File: src/rtl/alarm_trigger_ctrl.sv
`timescale 1ns/1ps
`default_nettype none
// ============================================================================
// Module   : alarm_trigger_ctrl
// Purpose  : Counts consecutive failed code attempts. After MAX_FAIL failures
//            it raises alarm for ALARM_SEC ticks, then enforces a silent
//            lockout of LOCK_SEC ticks. A successful code in IDLE produces a
//            one-cycle unlock pulse and clears the failure count.
// Ports    : clk          - system clock
//            rst_n        - asynchronous active-low reset
//            check_valid  - one-cycle pulse, a code compare result is ready
//            check_ok     - compare result (1 = match), qualified by check_valid
//            admin_clear  - abort alarm/lockout and clear the failure count
//            alarm        - drive to LED/buzzer, high while alarming
//            locked       - high while attempts are rejected (ALARM or LOCK)
//            unlock       - one-cycle pulse, valid code accepted
//            fail_cnt     - current consecutive-failure count
// Revision : 1.0 - initial release
// ============================================================================
module alarm_trigger_ctrl #(
    parameter int unsigned MAX_FAIL  = 3,
    parameter int unsigned TICK_DIV  = 50000000,
    parameter int unsigned ALARM_SEC = 10,
    parameter int unsigned LOCK_SEC  = 30
) (
    input  logic       clk,
    input  logic       rst_n,
    input  logic       check_valid,
    input  logic       check_ok,
    input  logic       admin_clear,
    output logic       alarm,
    output logic       locked,
    output logic       unlock,
    output logic [3:0] fail_cnt
);

    typedef enum logic [1:0] {
        IDLE  = 2'd0,
        ALARM = 2'd1,
        LOCK  = 2'd2
    } state_t;

    localparam logic [31:0] c_tick_last  = 32'(TICK_DIV - 1);
    localparam logic [7:0]  c_alarm_last = 8'(ALARM_SEC - 1);
    // Only meaningful when LOCK_SEC > 0; the LOCK state is unreachable otherwise.
    localparam logic [7:0]  c_lock_last  = 8'(LOCK_SEC - 1);
    localparam logic        c_lock_en    = (LOCK_SEC != 0);
    localparam logic [3:0]  c_max_fail   = 4'(MAX_FAIL);

    state_t      state_q,    state_d;
    logic [31:0] tick_q,     tick_d;
    logic [7:0]  sec_q,      sec_d;
    logic [3:0]  fail_cnt_q, fail_cnt_d;
    logic        alarm_q,    alarm_d;
    logic        locked_q,   locked_d;
    logic        unlock_q,   unlock_d;

    logic        w_tick_wrap;
    logic [4:0]  w_fail_inc;

    assign w_tick_wrap = (tick_q == c_tick_last);
    // One bit wider so the comparison against MAX_FAIL can never wrap.
    assign w_fail_inc  = {1'b0, fail_cnt_q} + 5'd1;

    always_comb begin
        state_d    = state_q;
        tick_d     = tick_q;
        sec_d      = sec_q;
        fail_cnt_d = fail_cnt_q;
        alarm_d    = alarm_q;
        locked_d   = locked_q;
        unlock_d   = 1'b0;

        if (admin_clear) begin
            // Highest priority: any coincident attempt is dropped.
            state_d    = IDLE;
            tick_d     = '0;
            sec_d      = '0;
            fail_cnt_d = '0;
            alarm_d    = 1'b0;
            locked_d   = 1'b0;
        end else begin
            case (state_q)
                IDLE: begin
                    if (check_valid) begin
                        if (check_ok) begin
                            fail_cnt_d = '0;
                            unlock_d   = 1'b1;
                        end else if (w_fail_inc < {1'b0, c_max_fail}) begin
                            fail_cnt_d = w_fail_inc[3:0];
                        end else begin
                            fail_cnt_d = c_max_fail;
                            state_d    = ALARM;
                            alarm_d    = 1'b1;
                            locked_d   = 1'b1;
                            tick_d     = '0;
                            sec_d      = '0;
                        end
                    end
                end

                ALARM: begin
                    // Expiry is the last tick of the last second, so the
                    // state lasts exactly ALARM_SEC*TICK_DIV cycles.
                    if (w_tick_wrap && (sec_q == c_alarm_last)) begin
                        alarm_d = 1'b0;
                        tick_d  = '0;
                        sec_d   = '0;
                        if (c_lock_en) begin
                            state_d = LOCK;
                        end else begin
                            state_d    = IDLE;
                            locked_d   = 1'b0;
                            fail_cnt_d = '0;
                        end
                    end else if (w_tick_wrap) begin
                        tick_d = '0;
                        sec_d  = sec_q + 8'd1;
                    end else begin
                        tick_d = tick_q + 32'd1;
                    end
                end

                LOCK: begin
                    if (w_tick_wrap && (sec_q == c_lock_last)) begin
                        state_d    = IDLE;
                        locked_d   = 1'b0;
                        fail_cnt_d = '0;
                        tick_d     = '0;
                        sec_d      = '0;
                    end else if (w_tick_wrap) begin
                        tick_d = '0;
                        sec_d  = sec_q + 8'd1;
                    end else begin
                        tick_d = tick_q + 32'd1;
                    end
                end

                default: begin
                    // Unreachable encoding: recover to a clean IDLE.
                    state_d    = IDLE;
                    tick_d     = '0;
                    sec_d      = '0;
                    fail_cnt_d = '0;
                    alarm_d    = 1'b0;
                    locked_d   = 1'b0;
                end
            endcase
        end
    end

    always_ff @(posedge clk or negedge rst_n) begin
        if (!rst_n) begin
            state_q    <= IDLE;
            tick_q     <= '0;
            sec_q      <= '0;
            fail_cnt_q <= '0;
            alarm_q    <= 1'b0;
            locked_q   <= 1'b0;
            unlock_q   <= 1'b0;
        end else begin
            state_q    <= state_d;
            tick_q     <= tick_d;
            sec_q      <= sec_d;
            fail_cnt_q <= fail_cnt_d;
            alarm_q    <= alarm_d;
            locked_q   <= locked_d;
            unlock_q   <= unlock_d;
        end
    end

    assign alarm    = alarm_q;
    assign locked   = locked_q;
    assign unlock   = unlock_q;
    assign fail_cnt = fail_cnt_q;

endmodule
`default_nettype wire

File: config.mk
export PLATFORM = sky130hd
export DESIGN_NAME = alarm_trigger_ctrl
export DESIGN_NICKNAME = d
export VERILOG_FILES = /design/src/rtl/alarm_trigger_ctrl.sv
export SDC_FILE = /design/constraint.sdc
export NUM_CORES = 1
export LEC_CHECK = 0
export BUFFER_PORTS_ARGS = -buffer_cell sky130_fd_sc_hd__buf_2
export CAP_MARGIN = 15
export CORE_ASPECT_RATIO = 0.6
export CORE_UTILIZATION = 30
export CTS_BUF_LIST = sky130_fd_sc_hd__clkbuf_2
export DETAILED_ROUTE_END_ITERATION = 7
export PLACE_DENSITY = 0.48
export RECOVER_POWER = 50
export SLEW_MARGIN = 20
export SYNTH_ARGS = -nofsm -noshare
export SYNTH_HDL_FRONTEND = slang
export SYNTH_SLANG_ARGS = --single-unit
File: constraint.sdc
create_clock -name clk -period 2.7 [get_ports clk]
set_input_delay 0.54 -clock clk [delete_from_list [all_inputs] [get_ports clk]]
set_output_delay 0.54 -clock clk [all_outputs]
set_load 0.03 [all_outputs]
Yosys cells after proc, flatten, opt, wreduce, memory -nomap -nowiden
Index checks and enable logic that the tools add are counted.
Widths: inputs -> output; s select.
- bits of input ports: 5
- logic and storage cells: 73
- output and inout port bits: 7
- flip-flop bits (word level): 49
- multiplexer cells: 42
- magnitude comparators: 1
- eq/ne operators: 12
- reduce and logical (&&, ||, !) cells: 8
- add/subtract/negate cells: 3
- operator list (cell ; count):
    $mux 32 ; 7
    $pmux 32 s3 ; 1
    $mux 8 ; 7
    $add 32x1->32 const B ; 1
    $eq 32x26->1 const B ; 1
    $pmux 8 s3 ; 1
    $mux 4 ; 5
    $ne 3x3->1 const B ; 5
    $reduce_and 5->1 ; 3
    $mux 2 ; 6
    $pmux 4 s3 ; 1
    $mux 1 ; 11
    $add 8x1->8 const B ; 1
    $eq 8x4->1 const B ; 1
    $eq 8x5->1 const B ; 1
    $pmux 1 s3 ; 2
    $pmux 2 s3 ; 1
    $reduce_and 3->1 ; 2
    $add 4x1->5 const B ; 1
    $lt 5x2->1 const B ; 1
    $ne 2x2->1 const B ; 2
    $eq 2x1->1 const B ; 1
    $eq 2x2->1 const B ; 1
    $logic_and 1x1->1 ; 2
    $logic_not 2->1 ; 1

Logic depth before layout (Yosys ltp)
- word-level depth: 7
- mapped depth: 10
- gate-level depth less buffers: 8

Least setup slack after synthesis
Ideal clock, no wire load.
- kind: reg2reg
- from: register fail_cnt_q[0] (netlist: fail_cnt[0])
- to: register tick_q[2]
- buffers on the path: 2
- slack: 0.223 ns
- arrival time: 2.348 ns
- setup time: 0.129 ns
- period minus slack after synthesis: 2.477 ns
- stages on the path, launching flop included: 10
- data required time: 2.571 ns
- cells stage by stage: dfrtp_1 ha_1 or4b_1 o211ai_1 a21oi_1 or2_2 buf_2 nand2_1 buf_2 o21ai_0
- longest elaborated chain between the ends: 4
- RTL lines (item ; line ; source):
    from (decl) ; 53 ; logic [3:0] fail_cnt_q, fail_cnt_d;
    from (signal assigned) ; 165 ; fail_cnt_q <= fail_cnt_d;
    $add 4x1->5 ; 63 ; assign w_fail_inc = {1'b0, fail_cnt_q} + 5'd1;
    $lt 5x2->1 ; 89 ; end else if (w_fail_inc < {1'b0, c_max_fail}) begin
    $ne 3x3->1 (no line) ; -- ;
    $reduce_and 3->1 (no line) ; -- ;
    to (signal assigned) ; 163 ; tick_q <= tick_d;
    to (decl) ; 51 ; logic [31:0] tick_q, tick_d;
Every way passes these cells.
A chain may end at the register's enable or synchronous reset.

Worst setup path after layout
- from: register fail_cnt_q[0] (netlist: fail_cnt[0])
- to: register tick_q[9]
The elaborated chain is that of the path after synthesis.

==> summary.txt <==
Status
  • Status: finished, violations left
  • Failing checks: capacitance limit, slew limit

Place
  • Setup WS pre-CTS: 191.6 ps
  • Final HPWL DP: around 5900 um
  • Port bufs: 11
  • Global placer's final weighted congestion: approximately 0.84

Global routing
  • Gr ovfl total: 0
  • Number of antenna violations at the first check in global routing: 0
  • Gr usage total: ~17%
  • Pin count of the biggest net entering global routing: 30
  • First-pass GRT wire length: between 10,000 and 15,000 um
  • Number of global-route vias before repair: 2,427

STA
  • Max Slew Vio Count: 30
  • Worst Setup Slack, final: around 120 ps
  • Tmin final: approximately 2600 ps
  • # setup viols final: 0
  • Slew Limit Headroom: -9.803%
  • Skew final: between 40 and 50 ps
  • Max Freq: approximately 390 MHz
  • Final Hold Fails: 0
  • Tcrit/Tclk final: roughly 96%
  • Least-Margin Pin Slew: about 1600 ps
  • TNS Setup: 0 ps
  • Unrepaired setup endpoints after global routing: false
  • Hold_ws: 242.1 ps

Floorplanning
  • Initial Util: between 30% and 40%
  • Die Wd: about 130 um
  • Die ar.: 0.01037 mm2
  • Die Height: slightly below 80 um
  • Io pins: 12
  • Placeable Area: 0.009425 mm2
  • Row count: 27

Final layout
  • P&R area growth vs syn: 11.94%
  • Fillers: between 900 and 1,000
  • Final #Nets: about 370
  • Ant. Diodes: 0
  • Ratio of cells with drive above 1 in the final layout: between 10% and 20%
  • Multi-input logic area: about 0.0016 mm2
  • Register area: 0.001226 mm2
  • Finished Core Util: between 30% and 40%

Setup path
  • CP startpoint kind: flop
  • Worst EP arrival: roughly 3000 ps
  • Worst-path fanout max: 6
  • Critical path class: flop to flop
  • Setup crit end kind: flop
  • FF-to-FF path depth: 8
  • Required time of the critical path: between 3000 and 4000 ps

Synth
  • Top_reg_cell synth: dfrtp_1
  • Largest area contributor in the netlist: dfrtp_1
  • Post-synthesis sequential area ratio: 41.07%
  • Syn_nets: 348
  • Post-synth ARST share: between 90% and 100%
  • YS warnings: 0
  • Share of the synthesized area in the top cell type: between 40 and 50%
  • Synth cell types: 56
  • Post-Syn Area: around 0.0030 mm2
  • Seq cells post-synth: 49
  • Syn Area/Cell: between 8 and 9 um2
  • Most common cell in the netlist: dfrtp_1
  • Synthesized instance count: between 300 and 400
  • Commonest cells in the netlist: dfrtp_1 (49), o21ai_0 (34), nor2_1 (28)
  • Area contributors post-synth: dfrtp_1 (41%), o21ai_0 (5.7%), nor2_1 (3.5%), ha_1 (3.4%), xor2_1 (2.9%)
  • EDFF count, synth: 0

CTS
  • TritonCTS Buffers: 5
  • Buffers from clock root to sink, at most: 2
  • CTS H-tree lvls: 2
  • TritonCTS clock tree: yes
  • TritonCTS Sinks: 49
  • Postcts setup bufs: 0
  • Clock transition at the registers of the reported paths: roughly 290 ps
  • Cts hold-fix bufs: 0
  • Post-CTS sizing: 0
  • Clock root cell: clkbuf_2
  • Clock Latency Late Sink: around 480 ps

Worst hold path
  • Hold path depth: 3
  • Hold/Removal Path Class: input port to flop

Pwr
  • Power per cell area: 544.9 mW/mm2
  • Max VDD drop: around 0.18 mV
  • Sequential Power Share: a little over two fifths
  • Logic pwr share: around a third
  • Clock share of power: 23.4%
  • Power Total: ~0.0018 W
  • Int Power: 0.001139 W
  • Net Sw Frac: 37.44%
  • Switching Power: 0.0006819 W
  • Pleak: ~1.3 nW

Routing
  • Drt pass-1 iters: 4
  • ANT nets after route: 0
  • Final routed DRC violation total: 0
  • Vias/cell: roughly 5.4
  • Drt initial violations: approximately 240
  • Vias: 2,640
  • Final WL: roughly 7900 um
  • DR WL/cell: ~16 um

Flow run
  • # Max-Cap Violations: 1
==> final timing paths <==
path | start | endpoint | slack, ps
max | fail_cnt[0] | tick_q[9] | 120
min | check_ok | unlock | 240
max reg2reg | fail_cnt[0] | tick_q[9] | 120
min reg2reg | tick_q[3] | tick_q[3] | 530
max in group asynchronous | rst_n | sec_q[6] | 920
min in group asynchronous | rst_n | fail_cnt[0] | 420
==> layer usage <==
metal / vias up / share of wire, % / track usage [%]
li1: 1294 / - / -
met1: 1275 / 59 / 29.00
met2: 64 / 35 / 20.79
met3: 7 / 4.7 / 3.706
met4: 0 / 0.80 / 3.793
met5: - / 0 / 0
==> kinds of logic (layout without fill, tap and decap cells) <==
kind of cell	Yosys count	in the layout	share of synthesized area (%)
AND/OR/NAND/NOR	153	153	28.84
AO/OA/AOI/OAI	86	86	19.11
flip-flops	49	49	41.07
buffers and inverters	28	49	4.359
XOR/XNOR	10	10	2.934
adder cells (fa/ha/maj)	8	8	3.353
multiplexers	1	1	0.3353
==> critical path, cell delays in order, from the launching register on <==
cell and delay, ps:
dfrtp_1 510, ha_1 260, or4b_1 520, o211ai_1 180
a21oi_1 160, or2_2 370, nand2_1 220, buf_4 190
o31ai_1 80
==> cell type report <==
| type | count | share of cell area, % |
|---|---|---|
| Clock buffer | 5 | 0.7488 |
| Clock inverter | 3 | 1.385 |
| Multi-Input combinational cell | 258 | 48.75 |
| Inverter | 8 | 0.8985 |
| Tap cell | 130 | 4.867 |
| Sequential cell | 49 | 36.69 |
| Timing Repair Buffer | 33 | 6.664 |
==> state kept, by name, summed over array words and instances (netlist names) <==
register and cells:
alarm 1, tick_q 32, sec_q 8, state_q 2, unlock 1, locked 1
fail_cnt 4
==> power by group through the flow <==
stage               Sequential [W]  Clock (W)  Combinational, W
detailed placement        0.000800          0          0.000607
finish                    0.000788   0.000426          0.000607
global route              0.000793   0.000472          0.000689
floorplan                 0.000816          0          0.000358
global placement          0.000800          0          0.000610
CTS                       0.000788   0.000447          0.000610
==> cells in the final DEF (no fill, tap or decap), types with 2 or more instances in the layout <==
cell / count
a21boi_0: 3
a21oi_1: 10
a22oi_1: 3
a31oi_1: 3
a41oi_1: 2
and2_1: 6
and3_1: 7
and4_1: 3
buf_2: 9
buf_4: 19
clkbuf_1: 4
clkbuf_2: 5
dfrtp_1: 49
ha_1: 8
inv_1: 8
nand2_1: 23
nand2b_1: 6
nand3_1: 14
nand3b_1: 2
nand4_1: 13
nor2_1: 28
nor2_2: 2
nor3_1: 15
nor3_2: 2
nor3b_1: 6
nor4_1: 2
o2111ai_1: 7
o21ai_0: 34
o31ai_1: 11
or2_2: 2
or3_1: 7
or4_1: 3
or4b_1: 3
xor2_1: 10
==> metrics by stage <==
stage / instance area (um2) / cells
finish: 3342 / 486
global route: 3342 / 486
CTS: 3352 / 486
detailed placement: 3281 / 478
global placement: 3281 / 478
floorplan: 2985 / 335
Note: power is estimated with default switching activity, not from simulation.
